**src/rtl/bp_pkg.sv**
```systemverilog
// ============================================================================
// Module  : bp_pkg
// Brief   : Shared encodings, entry status type and helpers for the predictor.
// Revision: 1.0 - initial release
// ============================================================================
`default_nettype none

package bp_pkg;

  localparam logic [1:0] SNT = 2'b00;
  localparam logic [1:0] WNT = 2'b01;
  localparam logic [1:0] WT  = 2'b10;
  localparam logic [1:0] ST  = 2'b11;

  // Tag and target widths follow the AWIDTH/ENTRIES parameters of the
  // top module, so they are kept in parallel arrays beside this record.
  typedef struct packed {
    logic       valid;
    logic [1:0] ctr;
  } bp_entry_t;

  function automatic logic [1:0] bp_alloc_ctr(input logic taken);
    return taken ? WT : WNT;
  endfunction

endpackage

`default_nettype wire

```
**src/rtl/bp_sat_counter.sv**
```systemverilog
// ============================================================================
// Module  : bp_sat_counter
// Brief   : 2-bit saturating direction counter next-state with allocate input.
// Revision: 1.0 - initial release
// ============================================================================
`default_nettype none

module bp_sat_counter
  import bp_pkg::*;
(
  input  logic [1:0] i_ctr,
  input  logic       i_taken,
  input  logic       i_alloc,
  output logic [1:0] o_ctr
);

  always_comb begin
    o_ctr = i_ctr;
    if (i_alloc) begin
      o_ctr = bp_alloc_ctr(i_taken);
    end else if (i_taken) begin
      if (i_ctr != ST) o_ctr = i_ctr + 2'd1;
    end else begin
      if (i_ctr != SNT) o_ctr = i_ctr - 2'd1;
    end
  end

endmodule

`default_nettype wire

```
**src/rtl/branch_target_predictor.sv**
```systemverilog
// ============================================================================
// Module  : branch_target_predictor
// Brief   : Direct-mapped BTB with 2-bit direction counters, fetch lookup,
//           execute-stage training and branch/mispredict counters.
// Revision: 1.0 - initial release
// ============================================================================
`default_nettype none

module branch_target_predictor
  import bp_pkg::*;
#(
  parameter int AWIDTH  = 32,
  parameter int ENTRIES = 16,
  parameter int CWIDTH  = 32
) (
  input  logic              clk,
  input  logic              rst_n,
  input  logic [AWIDTH-1:0] i_pc_f,
  input  logic [AWIDTH-1:0] i_pc_x,
  input  logic [AWIDTH-1:0] i_target_x,
  input  logic              i_Br_x,
  input  logic              i_BrTrue,
  input  logic              i_stall,
  input  logic              i_flush,
  output logic              o_BrPred,
  output logic              o_Target_valid,
  output logic [AWIDTH-1:0] o_target_f,
  output logic              o_BrPred_x,
  output logic [CWIDTH-1:0] o_br_count,
  output logic [CWIDTH-1:0] o_mispred_count
);

  localparam int IDX = $clog2(ENTRIES);
  localparam int TW  = AWIDTH - IDX - 2;

  bp_entry_t         r_meta   [ENTRIES];
  logic [TW-1:0]     r_tag    [ENTRIES];
  logic [AWIDTH-1:0] r_target [ENTRIES];

  logic              r_BrPred_x;
  logic [CWIDTH-1:0] r_br_count;
  logic [CWIDTH-1:0] r_mispred_count;

  logic [IDX-1:0] w_idx_f;
  logic [IDX-1:0] w_idx_x;
  logic [TW-1:0]  w_tag_f;
  logic [TW-1:0]  w_tag_x;
  logic           w_hit_f;
  logic           w_hit_x;
  logic           w_upd;
  logic [1:0]     w_ctr_next;
  logic           w_unused_pc_lsb;

  assign w_idx_f = i_pc_f[IDX+1:2];
  assign w_idx_x = i_pc_x[IDX+1:2];
  assign w_tag_f = i_pc_f[AWIDTH-1:IDX+2];
  assign w_tag_x = i_pc_x[AWIDTH-1:IDX+2];
  assign w_unused_pc_lsb = ^{i_pc_f[1:0], i_pc_x[1:0]};

  assign w_hit_f = r_meta[w_idx_f].valid && (r_tag[w_idx_f] == w_tag_f);
  assign w_hit_x = r_meta[w_idx_x].valid && (r_tag[w_idx_x] == w_tag_x);
  assign w_upd   = i_Br_x && !i_stall;

  // Lookup reads the flop array directly, so a same-cycle update is unseen.
  assign o_Target_valid = w_hit_f;
  assign o_BrPred       = w_hit_f && r_meta[w_idx_f].ctr[1];
  assign o_target_f     = w_hit_f ? r_target[w_idx_f] : '0;

  bp_sat_counter u_sat_counter (
    .i_ctr   (r_meta[w_idx_x].ctr),
    .i_taken (i_BrTrue),
    .i_alloc (!w_hit_x),
    .o_ctr   (w_ctr_next)
  );

  always_ff @(posedge clk or negedge rst_n) begin
    if (!rst_n) begin
      for (int i = 0; i < ENTRIES; i++) begin
        r_meta[i].valid <= 1'b0;
        r_meta[i].ctr   <= WNT;
        r_tag[i]        <= '0;
        r_target[i]     <= '0;
      end
    end else if (w_upd) begin
      // A tag mismatch at the index simply overwrites the resident entry.
      r_meta[w_idx_x].valid <= 1'b1;
      r_meta[w_idx_x].ctr   <= w_ctr_next;
      r_tag[w_idx_x]        <= w_tag_x;
      if (!w_hit_x || i_BrTrue) r_target[w_idx_x] <= i_target_x;
    end
  end

  always_ff @(posedge clk or negedge rst_n) begin
    if (!rst_n) begin
      r_BrPred_x      <= 1'b0;
      r_br_count      <= '0;
      r_mispred_count <= '0;
    end else begin
      if (i_flush)       r_BrPred_x <= 1'b0;
      else if (!i_stall) r_BrPred_x <= o_BrPred;

      if (w_upd) begin
        r_br_count <= r_br_count + CWIDTH'(1);
        if (i_BrTrue != r_BrPred_x) r_mispred_count <= r_mispred_count + CWIDTH'(1);
      end
    end
  end

  assign o_BrPred_x      = r_BrPred_x;
  assign o_br_count      = r_br_count;
  assign o_mispred_count = r_mispred_count;

endmodule

`default_nettype wire

```
**config.mk**
```make
export PLATFORM = sky130hd
export DESIGN_NAME = branch_target_predictor
export DESIGN_NICKNAME = d
export VERILOG_FILES = /design/src/rtl/bp_pkg.sv /design/src/rtl/bp_sat_counter.sv /design/src/rtl/branch_target_predictor.sv
export SDC_FILE = /design/constraint.sdc
export NUM_CORES = 2
export LEC_CHECK = 0
export CORE_UTILIZATION = 40
export CTS_CLUSTER_DIAMETER = 40
export DETAILED_ROUTE_END_ITERATION = 12
export SKIP_LAST_GASP = 1
export SLEW_MARGIN = 20
export SYNTH_ARGS = -nofsm -noshare
export SYNTH_HDL_FRONTEND = slang
export SYNTH_SLANG_ARGS = --single-unit
```
**constraint.sdc**
```tcl
create_clock -name clk -period 18.3 [get_ports clk]
set_input_delay 5.49 -clock clk [delete_from_list [all_inputs] [get_ports clk]]
set_output_delay 5.49 -clock clk [all_outputs]
set_load 0.02 [all_outputs]
```
==> summary.txt <==
Finish
  • Area occupied by registers: 0.02607 mm^2
  • Post-route cell area: 0.06061 mm^2
  • Area growth from synthesis to final layout: 17.69%
  • Fraction of final layout cells with drive strength greater than 1: 34.26%
  • Area of the multi-input gates: 0.02412 mm^2
  • Final net count: 3844
  • Fill cell count: 11120
  • Number of cells in the finished layout apart from fillers: 5537

Worst hold path
  • Hold Path End: r_target[86]
  • Number of cells on the worst hold path: 1
  • Startpoint of the tightest hold check path: r_target[86]
  • Path type of the worst min-delay path: flip-flop to flip-flop

STA
  • Worst relative slew slack: 15.00%
  • Setup repair after global routing missed its margin: false
  • Max Clk Rate: 62.47 MHz
  • Final Setup Violations: 0
  • Slew of the pin with the lowest slew margin: 1.263 ns
  • Setup TNS Final: 0 ns
  • Worst Skew: 0.04063 ns
  • Endpoints failing hold: 0
  • Hold Worst Slack: 0.4776 ns
  • Post-route minimum period: 16.01 ns
  • Share of the clock period used by the worst path after layout: 87.48%
  • Number of pins exceeding their max-slew limit in the final report: 0

Clock network
  • Number of buffers created by CTS: 161
  • H-tree levels: 4
  • Clock Sink Count: 1041
  • # resized after CTS: 0
  • CTS tree: yes
  • Clock slew seen by the registers of the worst setup and hold paths: 0.06 ns
  • CTS Hold Buffers Added: 0
  • Clock latency at the later pin of the worst-skew pair: 0.79 ns
  • Deepest clock path buffer count: 3
  • Post-CTS Repair Setup Buffers: 0
  • Clock tree root buffer cell: clkbuf_16

Power
  • Leakage: 26.46 nW
  • Worst-case vdd ir drop: 0.0001043 V
  • Pwr per Cell Area: 122.1 mW/mm^2

Synth
  • Sequential-to-total area share from yosys stat: 50.62%
  • Top flip-flop cell by instance count after synthesis: dfrtp_1
  • Yosys warnings: 0
  • Mapped Nets: 3722
  • Most common cell in the netlist: dfrtp_1
  • Register bit count reported by yosys: 1041
  • Biggest area consumer among synthesized cells: dfrtp_1
  • Unique masters post-synth: 69
  • Fraction of registers with async set/reset: 100.0%
  • Cell types occupying the most area after synthesis: dfrtp_1 (50%), mux4_2 (15%), mux2_2 (12%), mux2_1 (6.6%), mux2i_1 (2.7%)
  • Yosys top cell area share: 49.81%
  • Synthesized area: 0.05150 mm^2
  • Commonest cells in the synthesized netlist: dfrtp_1 (1025), mux2_2 (558), mux4_2 (346), nand2_1 (304), mux2_1 (300)
  • Mean area per synthesized cell: 14.23 um^2
  • Number of flops mapped to enable cells by yosys: 0
  • Gate count of the mapped netlist: 3618

Floorplan
  • Std-Cell Core Area: 0.1277 mm^2
  • Starting density of the core: 40.33%
  • Total number of placement rows: 131
  • Die Span Y: 360.8 um
  • Width of the chip: 360.8 um
  • Top-level I/O count: 201
  • Die footprint: 0.1302 mm^2

Detailed routing
  • Count of routing violations after the opening detailed-route iteration: 2380
  • Via-to-Cell Ratio: 5.801
  • DR vias: 32120
  • Number of iterations in the first detailed-routing pass: 5
  • Total wire length: 147300 um
  • Mean routed wirelength per cell: 26.60 um
  • Remaining antenna violation count after routing: 0
  • DRC errors left: 0

Setup path
  • Worst endpoint data arrival time: 10.52 ns
  • Cells along the critical path: buf_8, mux4_2, mux4_2, xor2_1, nor4_1, nand3_1, or3_2, nor2b_1, clkdlybuf4s50_1
  • Max incr delay on CP: 1.06 ns
  • FF-to-FF setup slack: 13.78 ns
  • Length in cells of the worst reg-to-reg path: 10
  • Most frequent cell on the critical path: mux4_2
  • End of the worst register-to-register path: r_target[266]
  • Peak fanout along the critical path: 71
  • Worst reg2reg path startpoint: r_tag[65]
  • Setup Crit Path Kind: primary input to output pin
  • Slowest stage cell on the critical path: nor4_1
  • Critical Path End Type: output pin
  • Worst Path Required: 12.81 ns
  • Critical Path Source Type: primary input

Global routing
  • Wire length of the first global-routing pass: 224400 um
  • Number of global-route vias before repair: 33530
  • Largest net degree at the start of global routing: 150
  • Overall overflow remaining after global route: 0
  • Total routing resource utilization after global routing: 22.94%
  • Initial antenna violation count: 7

Placement
  • Final Wtd Congestion: 0.8448
  • Number of port buffers: 196
  • Number of placed cells counting well taps: 5239
  • Placed instance area: 0.05485 mm^2
  • Placed wire-length estimate: 84300 um

Run status
  • Run status: complete, no violations

Run
  • # Max-Cap Violations: 0
==> power breakdown <==
group	internal, W	switching [W]	leakage, nW
combinational	0.000667	0.000500	10.4
sequential	0.00274	0.000265	13.3
clock	0.00204	0.00119	2.75
==> final cells by class <==
cell class	instances	area share, %
antenna	2	0.008257
clock buffer	199	7.236
clock inverter	97	2.250
inverter	9	0.05574
multi-input combinational	2257	39.79
sequential	1041	43.01
tap	1662	3.431
timing repair buffer	270	4.213
==> how the worst max path moves through the flow <==
stage,start,to,slack (ns),depth (start not counted)
floorplan,i_pc_f[2],o_target_f[10],3.80,14
global placement,i_pc_f[2],o_target_f[28],2.32,9
detailed placement,i_pc_f[2],o_target_f[21],2.26,9
CTS,i_pc_f[2],o_target_f[21],2.25,9
global route,i_pc_f[2],o_target_f[24],2.08,11
finish,i_pc_f[2],o_target_f[24],2.29,9
==> cells by family (layout without fill, tap and decap cells) <==
kind of cell	Yosys count	after routing	synth area share, %
simple gates	564	564	5.100
other cells	0	2	0
mux	1342	1342	36.57
buf+inv	320	575	2.862
compound gates	237	237	2.889
xor+xnor	112	112	1.905
flops	1041	1041	50.62
fa+ha+maj	2	2	0.04858
==> routing by layer <==
layer	vias up	routed length (um)	GRT usage [%]
li1	13700	-	-
met1	17300	64970	32.09
met2	889	70890	36.55
met3	221	7889	4.175
met4	6	3517	6.450
met5	-	36	0
==> sequential cells by signal, indices dropped and copies added, names as in the netlist <==
name             cells
r_target           512
r_meta              48
o_BrPred_x           1
r_tag              416
o_mispred_count     32
o_br_count          32
==> worst max-delay path, delay by kind of cell <==
kind                   cells  cell delay [ns]
XOR/XNOR                   1             0.18
multiplexers               2             1.13
buffers and inverters      2             1.25
AND/OR/NAND/NOR            4             2.31
==> placed cells by master, fill, tap and decap left out, types with 9 or more instances in the layout <==
| master | netlist | routed |
|---|---|---|
| nor2_1 | 50 | 40 |
| nor4_1 | 9 | 9 |
| and3_1 | 16 | 16 |
| mux4_2 | 346 | 346 |
| clkbuf_16 | 0 | 164 |
| bufinv_16 | 0 | 22 |
| nand2_2 | 1 | 15 |
| nand2b_1 | 25 | 25 |
| clkbuf_1 | 181 | 20 |
| mux2_1 | 300 | 300 |
| a211oi_1 | 11 | 11 |
| dfrtp_1 | 1025 | 1025 |
| mux2_2 | 558 | 558 |
| clkinvlp_4 | 0 | 20 |
| nor2_4 | 0 | 18 |
| nand3_1 | 35 | 35 |
| nor2b_1 | 47 | 47 |
| clkinv_4 | 0 | 11 |
| xor2_1 | 43 | 43 |
| mux2i_1 | 138 | 138 |
| inv_6 | 0 | 14 |
| clkdlybuf4s50_1 | 0 | 187 |
| a21oi_1 | 18 | 18 |
| a22oi_1 | 17 | 17 |
| clkbuf_8 | 0 | 17 |
| buf_4 | 35 | 73 |
| nor3_1 | 17 | 16 |
| o21ai_0 | 110 | 110 |
| clkinv_2 | 0 | 17 |
| xnor2_1 | 69 | 69 |
| o22ai_1 | 22 | 21 |
| dfstp_2 | 16 | 16 |
| nand4_1 | 17 | 17 |
| nand2_1 | 304 | 290 |
==> per-stage QoR <==
stage | utilization (%) | setup slack (ns) | total power (W)
after CTS | 47.46 | 2.254 | 0.007465
after detailed placement | 42.96 | 2.259 | 0.004204
after global routing | 47.46 | 2.084 | 0.007720
final | 47.47 | 2.292 | 0.007400
after global placement | 42.96 | 2.315 | 0.004164
after floorplan | - | 3.800 | 0.003807
Note: power is estimated with default switching activity, not from simulation.
